--- src/rtl/gpio_sw_debounce_pkg.sv ---
// Board-level defaults for the slide-switch conditioner feeding the GPIO input half.
package gpio_sw_debounce_pkg;

    localparam int SW_WIDTH        = 16;
    localparam int SW_DEBOUNCE_CYC = 500_000;   // 10 ms at the 50 MHz core clock

endpackage

--- src/rtl/gpio_sw_debounce_if.sv ---
// Debounced switch bus between the conditioner (master) and the GPIO input block (slave).
interface gpio_sw_debounce_if
    import gpio_sw_debounce_pkg::*;
#(
    parameter int WIDTH = SW_WIDTH
);
    logic [WIDTH-1:0] sw_o;
    logic [WIDTH-1:0] rise_o;
    logic [WIDTH-1:0] fall_o;
    logic             irq_o;
    logic             irq_clr_i;

    modport master (output sw_o, rise_o, fall_o, irq_o, input irq_clr_i);
    modport slave  (input sw_o, rise_o, fall_o, irq_o, output irq_clr_i);
endinterface

--- src/rtl/gpio_sw_debounce_bit.sv ---
// One switch bit: 2-flop synchroniser, stability counter, registered level and edge pulses.
module debounce_bit #(
    parameter int   STABLE_CYCLES = 4,
    parameter logic RESET_VAL     = 1'b0
) (
    input  logic clk_i,
    input  logic reset_n,
    input  logic sw_i,
    output logic sw_o,
    output logic rise_o,
    output logic fall_o
);
    localparam int               CNT_W    = $clog2(STABLE_CYCLES);
    localparam logic [CNT_W-1:0] CNT_LAST = CNT_W'(STABLE_CYCLES - 1);

    logic             s1_q, s2_q;
    logic             sw_q, sw_d;
    logic             rise_q, rise_d;
    logic             fall_q, fall_d;
    logic [CNT_W-1:0] cnt_q, cnt_d;

    // Any sample matching the current level restarts the window; the terminal
    // compare stops the counter before it can wrap.
    always_comb begin
        sw_d   = sw_q;
        cnt_d  = '0;
        rise_d = 1'b0;
        fall_d = 1'b0;
        if (s2_q != sw_q) begin
            if (cnt_q == CNT_LAST) begin
                sw_d   = s2_q;
                rise_d = s2_q;
                fall_d = ~s2_q;
            end else begin
                cnt_d = cnt_q + 1'b1;
            end
        end
    end

    always_ff @(posedge clk_i or negedge reset_n) begin
        if (!reset_n) begin
            s1_q   <= RESET_VAL;
            s2_q   <= RESET_VAL;
            sw_q   <= RESET_VAL;
            cnt_q  <= '0;
            rise_q <= 1'b0;
            fall_q <= 1'b0;
        end else begin
            s1_q   <= sw_i;
            s2_q   <= s1_q;
            sw_q   <= sw_d;
            cnt_q  <= cnt_d;
            rise_q <= rise_d;
            fall_q <= fall_d;
        end
    end

    assign sw_o   = sw_q;
    assign rise_o = rise_q;
    assign fall_o = fall_q;
endmodule

--- src/rtl/gpio_sw_debounce.sv ---
// Slide-switch conditioner: per-bit debouncers plus a sticky change interrupt.
module gpio_sw_debounce
    import gpio_sw_debounce_pkg::*;
#(
    parameter int               WIDTH         = SW_WIDTH,
    parameter int               STABLE_CYCLES = SW_DEBOUNCE_CYC,
    parameter logic [WIDTH-1:0] RESET_VAL     = '0
) (
    input  logic               clk_i,
    input  logic               reset_n,
    input  logic [WIDTH-1:0]   sw_i,
    gpio_sw_debounce_if.master gpio
);
    logic [WIDTH-1:0] sw_w, rise_w, fall_w;
    logic             irq_q, irq_d;

    for (genvar i = 0; i < WIDTH; i++) begin : g_bit
        debounce_bit #(
            .STABLE_CYCLES (STABLE_CYCLES),
            .RESET_VAL     (RESET_VAL[i])
        ) u_bit (
            .clk_i   (clk_i),
            .reset_n (reset_n),
            .sw_i    (sw_i[i]),
            .sw_o    (sw_w[i]),
            .rise_o  (rise_w[i]),
            .fall_o  (fall_w[i])
        );
    end

    // A pulse in the same cycle as a clear still sets the flag, so no event is dropped.
    assign irq_d = (|(rise_w | fall_w)) | (irq_q & ~gpio.irq_clr_i);

    always_ff @(posedge clk_i or negedge reset_n) begin
        if (!reset_n) irq_q <= 1'b0;
        else          irq_q <= irq_d;
    end

    assign gpio.sw_o   = sw_w;
    assign gpio.rise_o = rise_w;
    assign gpio.fall_o = fall_w;
    assign gpio.irq_o  = irq_q;
endmodule
--- src/flat_wrapper.sv ---
// flat-port wrapper written by rule: the top's interface ports become plain ports
module gpio_sw_debounce_flat import gpio_sw_debounce_pkg::*;
#(
    parameter int               WIDTH         = SW_WIDTH,
    parameter int               STABLE_CYCLES = SW_DEBOUNCE_CYC,
    parameter logic [WIDTH-1:0] RESET_VAL     = '0
)
  (clk_i, reset_n, sw_i, gpio_sw_o, gpio_rise_o, gpio_fall_o, gpio_irq_o, gpio_irq_clr_i);
  gpio_sw_debounce_if #(.WIDTH(WIDTH)) gpio_i ();
  input  logic clk_i;
  input  logic reset_n;
  input  logic [WIDTH-1:0] sw_i;
  output wire logic [$bits(gpio_i.sw_o)-1:0] gpio_sw_o;
  output wire logic [$bits(gpio_i.rise_o)-1:0] gpio_rise_o;
  output wire logic [$bits(gpio_i.fall_o)-1:0] gpio_fall_o;
  output wire logic [$bits(gpio_i.irq_o)-1:0] gpio_irq_o;
  input wire logic [$bits(gpio_i.irq_clr_i)-1:0] gpio_irq_clr_i;
  assign gpio_sw_o = gpio_i.sw_o;
  assign gpio_rise_o = gpio_i.rise_o;
  assign gpio_fall_o = gpio_i.fall_o;
  assign gpio_irq_o = gpio_i.irq_o;
  assign gpio_i.irq_clr_i = gpio_irq_clr_i;
  gpio_sw_debounce #(.WIDTH(WIDTH), .STABLE_CYCLES(STABLE_CYCLES), .RESET_VAL(RESET_VAL)) u_core (.clk_i(clk_i), .reset_n(reset_n), .sw_i(sw_i), .gpio(gpio_i));
endmodule
--- config.mk ---
export PLATFORM = sky130hd
export DESIGN_NAME = gpio_sw_debounce_flat
export DESIGN_NICKNAME = d
export VERILOG_FILES = /design/src/rtl/gpio_sw_debounce_pkg.sv /design/src/rtl/gpio_sw_debounce_if.sv /design/src/rtl/gpio_sw_debounce_bit.sv /design/src/rtl/gpio_sw_debounce.sv /design/src/flat_wrapper.sv
export SDC_FILE = /design/constraint.sdc
export NUM_CORES = 1
export LEC_CHECK = 0
export CAP_MARGIN = 10
export CORE_ASPECT_RATIO = 0.8
export CORE_MARGIN = 1
export CORE_UTILIZATION = 56
export CTS_CLUSTER_DIAMETER = 80
export DETAILED_ROUTE_END_ITERATION = 10
export PLACE_DENSITY = 0.77
export RECOVER_POWER = 25
export SLEW_MARGIN = 20
export SYNTH_ARGS = -nofsm -noshare
export SYNTH_HDL_FRONTEND = slang
export SYNTH_HIERARCHICAL = 1
export SYNTH_SLANG_ARGS = --single-unit
export TNS_END_PERCENT = 20
--- constraint.sdc ---
create_clock -name clk_i -period 1.75 [get_ports clk_i]
set_input_delay 0.2625 -clock clk_i [delete_from_list [all_inputs] [get_ports clk_i]]
set_output_delay 0.2625 -clock clk_i [all_outputs]
set_load 0.03 [all_outputs]
==> metrics, run 1 <==
root buffer cell=clkbuf_16; Yosys top cell area share=52.0%; number of global-route vias before repair=around 14000; 1st-pass router iterations=6; P&R area growth vs syn=26.2%; global-route wire length before repair=68700 microns; Worst-path clk slew=0.07 ns; die width=~210 microns; FP Rows=59; Crit-path slowest cell=or4_4; Setup crit end kind=flop; clk_lat worst skew=0.55 ns; number of port buffers=67; Syn Inst Count=1801; H-tree depth=2; non-filler cells in the finished layout=2567; final worst slack=-0.0595 ns; dpl hpwl=28400 microns; core area=32600 sq um; worst slew pin tran=0.753 ns; starting density of the core=approximately 57%; Critical Path AT=2.29 ns; ys async rst share=between 90% and 100%; Synth top cells by count=385 x dfrtp_1, 291 x nor2_1, 191 x xnor2_1; TritonCTS buffer count=40; Hold WC Path Type=in2reg; Placed Area=21300 sq um; register area share after synthesis=roughly 52%; WHS=0.263 ns; First DRT Iteration DRCs=1223; I/O Pins=68; status=finished, violations left; Worst path max stage delay=0.55 ns; nets=between 2000 and 2500; Max rail drop VDD=0.669 mV; RSZ-0062 raised after global routing=yes; largest net degree at the start of global routing=71; Final Hold Viols=0; Post-Syn Area per Cell=roughly 10 sq um; CP startpoint kind=flop; ys flop type=dfrtp_1; routability congestion estimate=roughly 0.90; fin. max-slew vios=0; CTS tree=built; Die Span Y=about 160 microns; worst path cell trace=buf_4 -> nand4_2 -> or4_4 -> or3_1 -> a21oi_2; total track usage=~25%; Final Cycle Share=103%; critical path class=reg2reg; FMAX=about 550 MHz; violated checks=setup timing; Routed wire per std cell=16.4 microns; Max-Cap Viols=0; Clock Skew=0.0215 ns; worst-path maximum fanout=4; mapped cell area=18500 sq um; drc violations=0; CTS Sinks=385; Placed Cells=between 2000 and 2500; vias=14900; via/cell ratio=5.79; final setup violation count=12; share of layout cells above drive strength 1=24.8%; top-count cell post-synth=dfrtp_1; Post-synth EDFFs=0; relative slew slack=around 50%; Final Critical Period=1.81 ns; PwrDens=816 nW/um^2; Layout fillers=2228; Pleak=just under 10 nW; Overflow after GRT=0; synth top area cells=dfrtp_1 52%, xnor2_1 9.0%, nor2_1 5.9%; DIE AREA=33800 sq um; initial antenna violation count=0; Yosys top cell by area=dfrtp_1; Mapped Nets=1836; Final Core Density=71.9%; Final Cell Area=23400 sq um; Required @ worst endpoint=between 2 and 2.5 ns; WL final=about 42000 microns; register bit total from synthesis=385; Synth cell types=39; Max clock buf depth=3; # diodes=0; Yosys warnings=6; antenna viol nets, final=0
==> final timing paths <==
path / start / to / slack, ns / depth (start not counted)
worst max-delay path: u_core/g_bit[13].u_bit/cnt_q[1] / u_core/g_bit[13].u_bit/cnt_q[17] / -0.06 / 5
worst min-delay path: sw_i[2] / u_core/g_bit[2].u_bit/s1_q / 0.26 / 1
worst max register to register: u_core/g_bit[13].u_bit/cnt_q[1] / u_core/g_bit[13].u_bit/cnt_q[17] / -0.06 / 5
worst min register to register: u_core/g_bit[0].u_bit/s1_q / u_core/g_bit[0].u_bit/s2_q / 0.35 / 0
max in group asynchronous: reset_n / u_core/g_bit[15].u_bit/cnt_q[6] / 0.17 / 3
min in group asynchronous: reset_n / u_core/g_bit[3].u_bit/sw_o / 0.32 / 2
==> registers in the layout, summed over array words and instances, names as in the netlist <==
signal	cells
u_core/g_bit.u_bit/cnt_q	304
u_core/g_bit.u_bit/sw_o	16
u_core/gpio.irq_o	1
u_core/g_bit.u_bit/s2_q	16
u_core/g_bit.u_bit/rise_o	16
u_core/g_bit.u_bit/fall_o	16
u_core/g_bit.u_bit/s1_q	16
==> critical path, delay by kind of cell, from the launching register on <==
| family | cells | cell delay [ns] |
|---|---|---|
| AND/OR/NAND/NOR | 3 | 1.03 |
| flip-flops | 1 | 0.43 |
| buffers and inverters | 1 | 0.15 |
| AO/OA/AOI/OAI | 1 | 0.14 |
==> power by group <==
group	switching, mW	internal, mW
clock	3.64	5.47
sequential	0.150	9.03
combinational	0.467	0.332
total	4.26	14.8
==> routing by layer <==
metal | GRT usage [%] | up-vias | wire length, microns | part of all wire [%]
met5 | 0 | - | 0 | 0
met4 | 7.51 | 0 | 1110 | 2.6
met3 | 3.81 | 84 | 1800 | 4.3
met2 | 40.0 | 401 | 20300 | 48
met1 | 34.7 | 7359 | 19000 | 45
li1 | - | 7008 | - | -
==> layout by cell type, fill, tap and decap left out, drive strengths merged <==
master and instances:
o31ai 15, xnor2 191, nor3 94, and3 18, bufinv 7, or3 16
dlygate4sd2 46, and2 15, o221ai 1, a211oi 1, o21ai 18, clkinv 10
nor3b 32, a21oi 31, and4bb 1, nor4 60, ha 16, clkdlybuf4s15 1
nand4 157, mux2 16, inv 52, clkdlybuf4s50 1, nor2 291, nor4b 30
dfrtp 385, or2 1, buf 239, or4 15, clkbuf 55, nand2 111
clkinvlp 4, a31o 15, xor2 66, nand3 95, and4 17, dlygate4sd3 17
==> kinds of logic (layout without fill, tap and decap cells) <==
logic type      Yosys count  after routing  share of synthesized area, %
fa+ha+maj                16             16                          1.08
buf+inv                  93            432                          2.09
simple gates            953            953                          27.6
compound gates           81             81                          4.16
flops                   385            385                          52.0
mux                      16             16                         0.992
xor+xnor                257            257                          12.1
==> what timing repair did <==
item | 4_1_cts | 5_1_grt
hold endpoints to repair | 381 | 0
resized for setup | 69 | 121
endpoints found under the setup margin | 98 | 307
gates cloned | 0 | 1
pin swaps | 2 | 42
hold buffers | 1 | 0
setup buffers | 0 | 19
==> layout make-up <==
type | count | area (sq um) | area share (%)
clock buffers | 48 | 1070 | 4.58
multi-input cells | 1323 | 9050 | 38.7
repair buffers | 311 | 2530 | 10.8
inverters | 47 | 176 | 0.754
well taps | 427 | 534 | 2.28
clock inverters | 26 | 344 | 1.47
flip-flops and latches | 385 | 9690 | 41.4
==> through the flow <==
stage / setup WS [ns] / power, mW / setup TNS (ns)
after CTS: -0.0262 / 19.2 / -0.0527
after detailed placement: -0.100 / 10.1 / -0.266
final: -0.0595 / 19.1 / -0.402
after floorplan: 0.0424 / 9.60 / 0
after global placement: -0.0328 / 10.0 / -0.107
after global routing: -0.153 / 19.8 / -4.92
No activity file was read; power rests on OpenSTA's default activity.
==> run 2: changes to the inputs <==
--- a/config.mk
+++ b/config.mk
@@ -8,10 +8,10 @@
 export CAP_MARGIN = 10
 export CORE_ASPECT_RATIO = 0.8
 export CORE_MARGIN = 1
-export CORE_UTILIZATION = 56
+export CORE_UTILIZATION = 60
 export CTS_CLUSTER_DIAMETER = 80
 export DETAILED_ROUTE_END_ITERATION = 10
-export PLACE_DENSITY = 0.77
+export PLACE_DENSITY = 0.79
 export RECOVER_POWER = 25
 export SLEW_MARGIN = 20
 export SYNTH_ARGS = -nofsm -noshare
==> constraint.sdc (replaced) <==
create_clock -name clk_i -period 1.7 [get_ports clk_i]
set_input_delay 0.255 -clock clk_i [delete_from_list [all_inputs] [get_ports clk_i]]
set_output_delay 0.255 -clock clk_i [all_outputs]
set_load 0.03 [all_outputs]
==> run 2 against run 1 <==
Net effect:
- the run still ends with setup timing left
- count of clock-buffer cells in the layout increased by 1
- fmax decreased by 3.3%
- sequential cell count unchanged
- cell area increased by 4.8%
- core utilization increased by 8.8 points
- register-to-register slack got worse by 0.11 ns
- highest routed layer unchanged
- wire length increased by 14%
- clock skew increased by 0.0039 ns
- critical path depth increased by 1
==> metrics, run 2 (synthesis results as in run 1) <==
CTS Sinks=385 (unchanged); Setup crit end kind=flop; starting density of the core=61.0% (+4.1 points); critical path class=reg2reg; Max rail drop VDD=0.818 mV (+22%); commonest non-fill, non-tap cell in the layout=dfrtp_1; FP Rows=57 (-3.4%); Worst-path clk slew=0.06 ns (about the same); Top reg by flops=u_core/g_bit.u_bit/cnt_q; PwrDens=804 nW/um^2 (-1.5%); Die Span Y=159 microns (-3.4%); Final Hold Viols=0 (unchanged); Required @ worst endpoint=2.11 ns (-0.12 ns); DIE AREA=31600 sq um (-6.6%); Clock Skew=0.0255 ns (+0.00395 ns); FF-to-FF setup slack=-0.17 ns (-0.11 ns); Largest register FFs=304 (unchanged); First DRT Iteration DRCs=1063 (-13%); Final Cycle Share=110% (+6.7 points); reg2reg path depth=6 (+1); largest net degree at the start of global routing=55 (-23%); dpl hpwl=29500 microns (+3.9%); initial antenna violation count=0 (unchanged); post-place setup slack=-0.112 ns (-0.0121 ns); vias=15600 (+5.1%); final worst slack=-0.171 ns (-0.111 ns); number of port buffers=67 (unchanged); fin. max-slew vios=0 (unchanged); Max clock buf depth=3 (unchanged); WHS Endpoint=u_core/g_bit[9].u_bit/s1_q; worst-path maximum fanout=6 (+2); non-filler cells in the finished layout=2638 (+2.8%); status=finished, violations left; relative slew slack=17.5% (-32 points); FMAX=535 MHz (-3.3%); Layout fillers=1729 (-22%); routability congestion estimate=0.907 (+0.97%); R2R Path End=u_core/g_bit[14].u_bit/cnt_q[3]; HP Start=sw_i[9]; share of layout cells above drive strength 1=29.6% (+4.9 points); die width=199 microns (-3.4%); Critical Path AT=2.28 ns (about the same); Placed Cells=2528 (+2.3%); # diodes=0 (unchanged); hold path cells=1 (unchanged); drc violations=0 (unchanged); core area=30400 sq um (-6.7%); I/O Pins=68 (unchanged); clk_lat worst skew=0.55 ns (about the same); antenna viol nets, final=0 (unchanged); Worst R2R Start=u_core/g_bit[14].u_bit/cnt_q[1]; total track usage=27.9% (+3.1 points); CTS tree=built; TritonCTS buffer count=38 (-5.0%); global-route wire length before repair=73000 microns (+6.2%); P&R area growth vs syn=32.2%; Hold WC Path Type=in2reg; RSZ-0062 raised after global routing=yes; 1st-pass router iterations=5 (-1); Pleak=10.3 nW (+6.7%); WL final=48000 microns (+14%); H-tree depth=2 (unchanged); Max-Cap Viols=0 (unchanged); violated checks=setup timing; most frequent cells in the layout=355 x dfrtp_1, 298 x buf_4, 263 x nor2_1; CP startpoint kind=flop; nets=2231 (+4.1%); root buffer cell=clkbuf_16; final setup violation count=73 (+61); via/cell ratio=5.92 (+2.3%); number of global-route vias before repair=15300 (+7.8%); Final Critical Period=1.87 ns (+0.0614 ns); worst slew pin tran=1.24 ns (+0.484 ns); Routed wire per std cell=18.2 microns (+11%); Overflow after GRT=0 (unchanged)
==> run 2: cell count changes in the layout (fill, tap and decap cells not counted), moves of 6 or more <==
cell / previous run / this run
ha_4: 9 / 3
nor4_4: 5 / 13
dfrtp_2: 41 / 30
nor2_4: 0 / 25
dfrtp_1: 344 / 355
buf_6: 6 / 23
nor4_1: 42 / 30
nor2_1: 291 / 263
buf_4: 227 / 298
==> run 2: power breakdown <==
| group | switching, mW | internal [mW] |
|---|---|---|
| logic | 0.547 | 0.400 |
| clock network | 3.60 | 5.73 |
| registers | 0.144 | 9.29 |
| total | 4.29 | 15.4 |
==> run 2: worst max-delay path by stage <==
stage,startpoint,to,slack (ns),depth (start not counted)
2_1_floorplan,u_core/g_bit[13].u_bit/cnt_q[12],u_core/g_bit[13].u_bit/cnt_q[10],-0.008,5
3_3_place_gp,u_core/g_bit[10].u_bit/cnt_q[0],u_core/g_bit[10].u_bit/sw_o,-0.05,5
3_5_place_dp,u_core/g_bit[6].u_bit/cnt_q[1],u_core/g_bit[6].u_bit/sw_o,-0.11,5
4_1_cts,u_core/g_bit[5].u_bit/cnt_q[7],u_core/g_bit[5].u_bit/cnt_q[17],-0.11,4
5_1_grt,u_core/g_bit[14].u_bit/cnt_q[1],u_core/g_bit[14].u_bit/cnt_q[3],-0.20,6
6_report,u_core/g_bit[14].u_bit/cnt_q[1],u_core/g_bit[14].u_bit/cnt_q[3],-0.17,6
==> run 2: what timing repair did <==
action,4_1_cts,5_1_grt
endpoints found under the setup margin,239,304
cloned,0,2
pin swaps,21,90
endpoints found under the hold margin,214,0
hold buffers,1,0
resized for setup,92,198
buffers inserted,5,33
==> run 2: final cells by class <==
| class | instances | area (sq um) | area share (%) |
|---|---|---|---|
| multi-input combinational | 1323 | 9470 | 38.6 |
| clock buffer | 49 | 1040 | 4.26 |
| timing repair buffer | 401 | 3290 | 13.4 |
| tap | 413 | 517 | 2.11 |
| inverter | 47 | 176 | 0.720 |
| clock inverter | 20 | 338 | 1.38 |
| sequential | 385 | 9670 | 39.5 |
==> run 2: through the flow <==
stage | cell area, sq um | util, % | hold WS (ns) | total power, mW | TNS (ns)
after global routing | 24500 | 80.7 | 0.253 | 20.3 | -12.75
after detailed placement | 21800 | 71.9 | 0.189 | 10.4 | -1.91
after floorplan | 18600 | - | -0.0406 | 9.89 | -0.772
after CTS | 23400 | 77.0 | 0.137 | 19.7 | -0.874
after global placement | 21800 | 71.9 | 0.183 | 10.3 | -0.243
final | 24500 | 80.7 | 0.264 | 19.7 | -4.85
==> run 2: routing by layer <==
layer  vias to the layer above  track usage, %  share of wire [%]
li1                       7179               -                  -
met1                      7789            38.8                 42
met2                       514            46.2                 50
met3                       131            3.58                4.7
met4                         0            8.18                3.0
met5                         -               0                  0
==> run 2: worst max-delay path, stage by stage (launching register included) <==
cell and delay [ns]:
dfrtp_1 0.44, ha_4 0.18, and4_4 0.22, nand4_1 0.17, o31ai_4 0.44, buf_6 0.24
nor2_4 0.05
